`src/rtl/mem_access_stage_pkg.sv`:
```
// mem_access_stage_pkg
//   Shared types for the MIPS memory stage: FSM state encoding, the default
//   bus timeout, and the MEM/WB payload struct carried to writeback.
package mem_access_stage_pkg;

  typedef enum logic {
    IDLE = 1'b0,
    WAIT = 1'b1
  } stateT;

  localparam int TIMEOUT_DEFAULT = 16;

  typedef struct packed {
    logic        regWrite;
    logic        memToReg;
    logic [31:0] readData;
    logic [31:0] aluResult;
    logic [4:0]  writeReg;
  } memWbT;

endpackage

```
`src/rtl/mem_access_stage_wb.sv`:
```
// mem_wb_reg
//   MEM/WB pipeline register. Captures every cycle. A bubble zeroes the
//   control bits so writeback does nothing. Read data only updates on a
//   completed load and otherwise holds.
// Ports:
//   Clk, Rst_n      clock, async active-low reset
//   bubble          squash RegWrite/MemToReg for this capture
//   loadEn          capture readDataIn (load completed this cycle)
//   regWriteIn..    instruction fields from the MEM stage
//   wb              registered MEM/WB payload
module mem_wb_reg
  import mem_access_stage_pkg::*;
(
  input  logic        Clk,
  input  logic        Rst_n,
  input  logic        bubble,
  input  logic        loadEn,
  input  logic        regWriteIn,
  input  logic        memToRegIn,
  input  logic [31:0] aluResultIn,
  input  logic [4:0]  writeRegIn,
  input  logic [31:0] readDataIn,
  output memWbT       wb
);

  always_ff @(posedge Clk or negedge Rst_n) begin
    if (!Rst_n) begin
      wb <= '0;
    end else begin
      wb.regWrite  <= regWriteIn & ~bubble;
      wb.memToReg  <= memToRegIn & ~bubble;
      wb.aluResult <= aluResultIn;
      wb.writeReg  <= writeRegIn;
      if (loadEn) wb.readData <= readDataIn;
    end
  end

endmodule

```
`src/rtl/mem_access_stage.sv`:
```
// mem_access_stage
//   MEM stage of the 5-stage MIPS pipeline. Turns the EX/MEM load/store into
//   a ready/ack data-memory request, stalls the front of the pipe while the
//   access is outstanding, abandons it after TIMEOUT_CYCLES request cycles,
//   and owns the MEM/WB register.
// Ports:
//   Clk, Rst_n                 clock, async active-low reset
//   *M inputs                  EX/MEM control and data
//   DmemReq/We/Addr/WData      request side of the memory bus
//   DmemRData/DmemAck          response side of the memory bus
//   StallM                     freeze PC, IF/ID, ID/EX, EX/MEM
//   *W outputs                 MEM/WB register
//   AlignErr, BusErr           one-cycle error pulses
module mem_access_stage
  import mem_access_stage_pkg::*;
#(
  parameter int TIMEOUT_CYCLES = TIMEOUT_DEFAULT,
  parameter int CNT_W          = 8
) (
  input  logic        Clk,
  input  logic        Rst_n,
  input  logic        MemReadM,
  input  logic        MemWriteM,
  input  logic        MemToRegM,
  input  logic        RegWriteM,
  input  logic [31:0] ALUresultM,
  input  logic [31:0] ReadData2M,
  input  logic [4:0]  WriteRegM,
  output logic        DmemReq,
  output logic        DmemWe,
  output logic [31:0] DmemAddr,
  output logic [31:0] DmemWData,
  input  logic [31:0] DmemRData,
  input  logic        DmemAck,
  output logic        StallM,
  output logic        RegWriteW,
  output logic        MemToRegW,
  output logic [31:0] ReadDataW,
  output logic [31:0] ALUresultW,
  output logic [4:0]  WriteRegW,
  output logic        AlignErr,
  output logic        BusErr
);

  stateT            state;
  logic [CNT_W-1:0] cnt;
  logic             dropped;

  logic  access, aligned, reqBase, ackV, timeout, bubble, loadEn;
  memWbT wb;

  assign access  = MemReadM | MemWriteM;
  assign aligned = (ALUresultM[1:0] == 2'b00);

  // Request the instruction would make if not timing out this cycle. Gated
  // by Rst_n so the request is withdrawn the moment reset asserts.
  assign reqBase = Rst_n & access & aligned & ~dropped;
  // An ack only counts against a live request; ack beats timeout.
  assign ackV    = reqBase & DmemAck;
  assign timeout = (state == WAIT) & ~DmemAck & (cnt == CNT_W'(TIMEOUT_CYCLES));

  assign DmemReq   = reqBase & ~timeout;
  assign DmemWe    = MemWriteM;
  assign DmemAddr  = ALUresultM;
  assign DmemWData = ReadData2M;
  assign StallM    = reqBase & ~DmemAck & ~timeout;

  // Any access that did not complete this cycle (stall, timeout, misaligned,
  // dropped) leaves a bubble in MEM/WB. Store writes the read path only if
  // it is also a load, and write wins, so loadEn excludes stores.
  assign bubble = access & ~ackV;
  assign loadEn = ackV & MemReadM & ~MemWriteM;

  always_ff @(posedge Clk or negedge Rst_n) begin
    if (!Rst_n) begin
      state    <= IDLE;
      cnt      <= '0;
      dropped  <= 1'b0;
      AlignErr <= 1'b0;
      BusErr   <= 1'b0;
    end else begin
      AlignErr <= access & ~aligned;
      BusErr   <= timeout;
      // dropped suppresses a re-request of the abandoned access; it clears
      // on the first unstalled cycle, when EX/MEM has moved on.
      if (timeout)      dropped <= 1'b1;
      else if (!StallM) dropped <= 1'b0;
      case (state)
        IDLE: begin
          if (reqBase && !DmemAck) begin
            state <= WAIT;
            cnt   <= CNT_W'(1);
          end
        end
        WAIT: begin
          if (DmemAck || timeout) begin
            state <= IDLE;
            cnt   <= '0;
          end else begin
            cnt <= cnt + CNT_W'(1);
          end
        end
        default: state <= IDLE;
      endcase
    end
  end

  mem_wb_reg uMemWb (
    .Clk         (Clk),
    .Rst_n       (Rst_n),
    .bubble      (bubble),
    .loadEn      (loadEn),
    .regWriteIn  (RegWriteM),
    .memToRegIn  (MemToRegM),
    .aluResultIn (ALUresultM),
    .writeRegIn  (WriteRegM),
    .readDataIn  (DmemRData),
    .wb          (wb)
  );

  assign RegWriteW  = wb.regWrite;
  assign MemToRegW  = wb.memToReg;
  assign ReadDataW  = wb.readData;
  assign ALUresultW = wb.aluResult;
  assign WriteRegW  = wb.writeReg;

endmodule

```
`config.mk`:
```
export PLATFORM = sky130hd
export DESIGN_NAME = mem_access_stage
export DESIGN_NICKNAME = d
export VERILOG_FILES = /design/src/rtl/mem_access_stage_pkg.sv /design/src/rtl/mem_access_stage_wb.sv /design/src/rtl/mem_access_stage.sv
export SDC_FILE = /design/constraint.sdc
export NUM_CORES = 1
export LEC_CHECK = 0
export BUFFER_PORTS_ARGS = -buffer_cell sky130_fd_sc_hd__clkbuf_2
export CAP_MARGIN = 10
export CORE_ASPECT_RATIO = 0.7
export CORE_MARGIN = 1
export CORE_UTILIZATION = 25
export DETAILED_ROUTE_END_ITERATION = 16
export PLACE_DENSITY = 0.59
export SLEW_MARGIN = 10
export SYNTH_ARGS = -nofsm -noshare
export SYNTH_HDL_FRONTEND = slang
export SYNTH_SLANG_ARGS = --single-unit
```
`constraint.sdc`:
```
create_clock -name Clk -period 1.98 [get_ports Clk]
set_clock_uncertainty 0.15 [all_clocks]
set_input_delay 0.495 -clock Clk [delete_from_list [all_inputs] [get_ports Clk]]
set_output_delay 0.495 -clock Clk [all_outputs]
set_load 0.01 [all_outputs]
```
# Yosys cells after proc, flatten, opt, wreduce, memory -nomap -nowiden
# Cells that the tools add are included.
# word_totals
regBits,83
latchBits,0
ramBits,0
mem_bits_ro,0
in_bits,108
word_cells,50
mem_count,0
# classes
addsub,1
multipliers,0
div_mod_pow,0
n_lt_le_gt_ge,0
eq_ne,3
shift,0
muxes,8
bitwise_logic,24
n_reduce_logical,4
# op_table
cell,count
8-bit two-way mux,2
8-bit case mux with 2 select lines,1
1-bit bitwise AND,15
8-bit by 1-bit adder with 8-bit output (second input constant),1
8-bit by 5-bit == test with 1-bit output (second input constant),1
1-bit inverter,8
1-bit two-way mux,4
2-bit logical NOT,1
2-bit by 1-bit inequality test with 1-bit output (second input constant),1
2-bit inequality test (second input constant),1
1-bit case mux with 2 select lines,1
1-bit logical AND,1
1-bit logical NOT,1
1-bit logical OR,1
1-bit OR,1

# Depth between registers and ports, before layout
# depth
word_depth,9
mapped_depth,7

# Modules after synthesis
# From an unflattened synthesis, not the netlist that was laid out.
# hier_totals
hier_cells,245
area_unflattened_um2,3519.6
# modules_own_cells
module,instances,cells_per_inst,area_each_um2
mem_wb_reg,1,109,2333.5
mem_access_stage,1,136,1186.1

# Least setup slack after synthesis
# Ideal clock, no wire load.
# synth_path
path_kind,in2out
from,input ALUresultM[1]
to,output StallM
arrival_ns,1.609
required_ns,1.335
setup_slack_ns,-0.274
cell_stages,3
path_buffers,0
path_cell_list,or4b_4 > or2_2 > nor3_1
# synth_via
elab_chain_len,5
# synth_lines
item,line,rtl
start: declaration,mem_access_stage.sv:26,"input logic [31:0] ALUresultM,"
2-bit logical NOT,mem_access_stage.sv:53,assign aligned = (ALUresultM[1:0] == 2'b00);
1-bit bitwise AND (2 in series),mem_access_stage.sv:57,assign reqBase = Rst_n & access & aligned & ~dropped;
1-bit bitwise AND (2 in series),mem_access_stage.sv:66,assign StallM = reqBase & ~DmemAck & ~timeout;
end: declaration,mem_access_stage.sv:35,"output logic StallM,"
# Every way passes these cells.

# Final worst setup path
# layout_path
from,register dropped
to,output StallM
# layout_via
elab_chain_len,4
# layout_lines
item,line,rtl
start: declaration,mem_access_stage.sv:47,logic dropped;
start signal: assignment,mem_access_stage.sv:78,dropped <= 1'b0;
start signal: assignment,mem_access_stage.sv:86,if (timeout) dropped <= 1'b1;
start signal: assignment,mem_access_stage.sv:87,else if (!StallM) dropped <= 1'b0;
1-bit inverter,mem_access_stage.sv:57,
1-bit bitwise AND,mem_access_stage.sv:57,
1-bit bitwise AND (2 in series),mem_access_stage.sv:66,
# Every way passes these cells.

==> key figures <==
Run status
  – Status: finished with violations
  – Failing checks: negative setup slack

Layout
  – Commonest non-fill, non-tap cells in the layout: clkbuf_2 (180), dfrtp_1 (83), mux2_4 (30)
  – Layout cell share with drive strength beyond 1: roughly two thirds
  – Layout Nets: approximately 500
  – Non-Filler Instances: slightly below 600
  – Final instance area: roughly 4700 sq um
  – Antenna diodes: 0
  – Syn-to-layout area delta: 35.87%
  – Most common cell after layout, fill and taps aside: clkbuf_2

Placement
  – Placed cell area: between 4000 and 5000 sq um
  – Final HPWL DP: 5691 um
  – Dpl cells: roughly 560
  – Placement Setup Slack: -373.6 ps
  – Routability congestion estimate: between 0.7 and 0.8
  – IO Port Bufs: between 150 and 200

Timing
  – Slew Limit Headroom: 55.83%
  – Maximum clock frequency: ~0.42 GHz
  – Final setup violation count: 36
  – Post-layout min period: approximately 2400 ps
  – Setup ws final: -373.0 ps
  – Pin slew with the least headroom to its limit: approximately 660 ps
  – Count of final hold-check violations: 0
  – Fin Hold WS: between 70 and 80 ps
  – Tcrit/Tclk final: 118.8%
  – RSZ-0062 raised after global routing: yes
  – Max-slew violation count: 0

Power
  – Peak VDD IR: roughly 450 uV
  – P_leak: 2.606 nW
  – Gate power share: between 10% and 20%
  – Total power: roughly 4.5 mW
  – Pwr Density: 955.7 nW/um^2
  – Net Sw Frac: approximately a quarter
  – P_sw: between 1 and 1.5 mW
  – Seq pwr share: 43.4%
  – Internal power: about 3.4 mW
  – Clk pwr share: 40.1%

Clocking
  – CTS Hold Bufs: 0
  – Reg clk slew, reported paths: around 60 ps
  – Clock Path Buffers: 2
  – Htree depth: 3
  – Clock latency on the worst-skew pair: 330 ps
  – CTS tree: built
  – Sink Count: 83
  – Num CTS Buffers: 9
  – Root Buffer: clkbuf_16

GRT
  – First-pass GRT wire length: around 12000 um
  – Grt ovf: 0
  – All-layer global routing usage: between 10% and 20%
  – Initial antenna violation count: 0
  – Vias in the first global route: approximately 2300
  – Largest net degree at the start of global routing: 54

Setup path
  – Max incr delay on CP: ~500 ps
  – Slowest CP cell: or4b_4
  – FF-to-FF path depth: 7
  – Top cell family by delay on the critical path: simple AND/OR/NAND/NOR gates
  – Number of cells on the critical path: 4
  – Setup CP Type: flip-flop to output pin
  – CP Capture Type: output pin
  – CP Cell Sequence: or4b_4 > or2_4 > nor3_4 > buf_2
  – Critical path arrival: ~1700 ps
  – Worst setup SP type: flip-flop
  – Critical path required time: roughly 1300 ps
  – Critical Path Fanout Max: 3
  – CP Buf/Inv Count: 1

Drt
  – 1st-iter DRT viols: 79
  – ANT nets after route: 0
  – Vias per cell: ~3.9
  – Drt drc: 0
  – Vias: 2274
  – First-pass DRT Iterations: 4
  – Wire per inst: about 13 um
  – Final wirelength: 7804 um

Hold path
  – Worst Hold Class: input port to async pin

Die
  – Core area: 13310 sq um
  – I/O pin count: 248
  – Die width: 142.6 um
  – Die Ht: 100.4 um
  – Row count: 35
  – Die Area: around 14000 sq um
  – Initial Utilization: roughly a quarter

Yosys
  – Syn_nets: between 300 and 400
  – Post-Syn Instances: 238
  – Seq/Total Area, Yosys: about three fifths
  – Syn Std Cell Area: 3457 sq um
  – EDFF count, synth: 0
  – Synth warn: 0
  – Main synth FF type: dfrtp_1
  – Share of synthesized flip-flops with an asynchronous set or reset: 100.0%
  – Syn Area/Cell: around 15 sq um
  – Netlist cell types: 36
  – Seq cells post-synth: 83

Flow run
  – Max Cap Viol: 0
-- worst register-to-register path: stages, from the launching register on --
cell and delay (ps):
dfrtp_1 360, or4b_4 500, buf_4 150, buf_6 110, nor2_4 120, nand4b_4 180
buf_12 220, mux2_4 320
-- routing by layer --
metal	part of all wire (%)	GRT usage, %	vias to the layer above
met5	0	0	-
met4	0.64	3.226	0
met3	11	5.391	8
met2	47	18.17	139
met1	41	12.54	1084
li1	-	-	1043
-- power by group through the flow --
stage               registers (mW)  clock network (mW)  logic, mW
floorplan                     2.06                   0      0.364
global placement              1.98                   0      0.721
detailed placement            1.98                   0      0.739
CTS                           1.95                1.88      0.747
global route                  1.97                1.94      0.814
finish                        1.95                1.80      0.739
-- kinds of logic (layout without fill, tap and decap cells) --
family	after synthesis	after routing	share of synthesized area, %
compound gates	16	16	3.402
xor+xnor	2	2	0.5068
fa+ha+maj	2	2	0.7237
buf+inv	73	229	15.67
flops	83	83	60.08
mux	34	34	14.30
simple gates	28	28	5.321
-- cells in the mapped netlist, types with 2 or more instances --
library cell   n  area, sq um
dfrtp_1       83         2077
buf_4         65        488.0
mux2_4        30        450.4
nor2_1         7        26.28
a22o_1         5        43.79
a21oi_1        3        15.01
buf_6          3        33.78
inv_1          3        11.26
mux2_2         3        33.78
nand3_1        3        15.01
a21o_1         2        15.01
and3_1         2        12.51
and3b_1        2        17.52
ha_1           2        25.02
nand2_1        2        7.510
nor2b_1        2        12.51
o21ai_0        2        10.01
-- final timing paths --
check / startpoint / endpoint / slack [ps]
max: dropped$_DFFE_PN0P_ / StallM / -370
min: Rst_n / uMemWb.wb[48]$_DFFE_PN0P_ / 80
max reg2reg: dropped$_DFFE_PN0P_ / uMemWb.wb[44]$_DFFE_PN0P_ / -240
min reg2reg: state$_DFF_PN0_ / cnt[0]$_DFFE_PN0P_ / 350
max in group asynchronous: Rst_n / uMemWb.wb[57]$_DFFE_PN0P_ / 590
min in group Clk: WriteRegM[0] / uMemWb.wb[0]$_DFF_PN0_ / 120
-- timing repair --
action                                  CTS  global route
cloned                                    1             1
gates resized for setup                   2             7
pin swaps                                 0             2
setup buffers                             2             2
hold endpoints to repair                  0             0
endpoints found under the setup margin   26            36
-- area by class of cell --
class / count / area (sq um)
fillers: 1362 / 8616
flip-flops and latches: 83 / 2077
repair buffers: 210 / 1184
multi-input cells: 82 / 873.3
clock buffers: 12 / 246.5
well taps: 185 / 231.5
clock inverters: 4 / 73.82
inverters: 3 / 11.26
-- metrics by stage --
stage	util (%)	setup TNS, ps
floorplan	-	-3149
global placement	32.02	-10120
detailed placement	32.02	-10880
CTS	34.86	-6198
global route	35.28	-10920
finish	35.28	-7887
-- flip-flops by register name, indices dropped and copies added, names as in the netlist --
register	cells
uMemWb.wb	71
cnt	8
state	1
BusErr	1
AlignErr	1
dropped	1
Power figures use the tool's default switching activity.
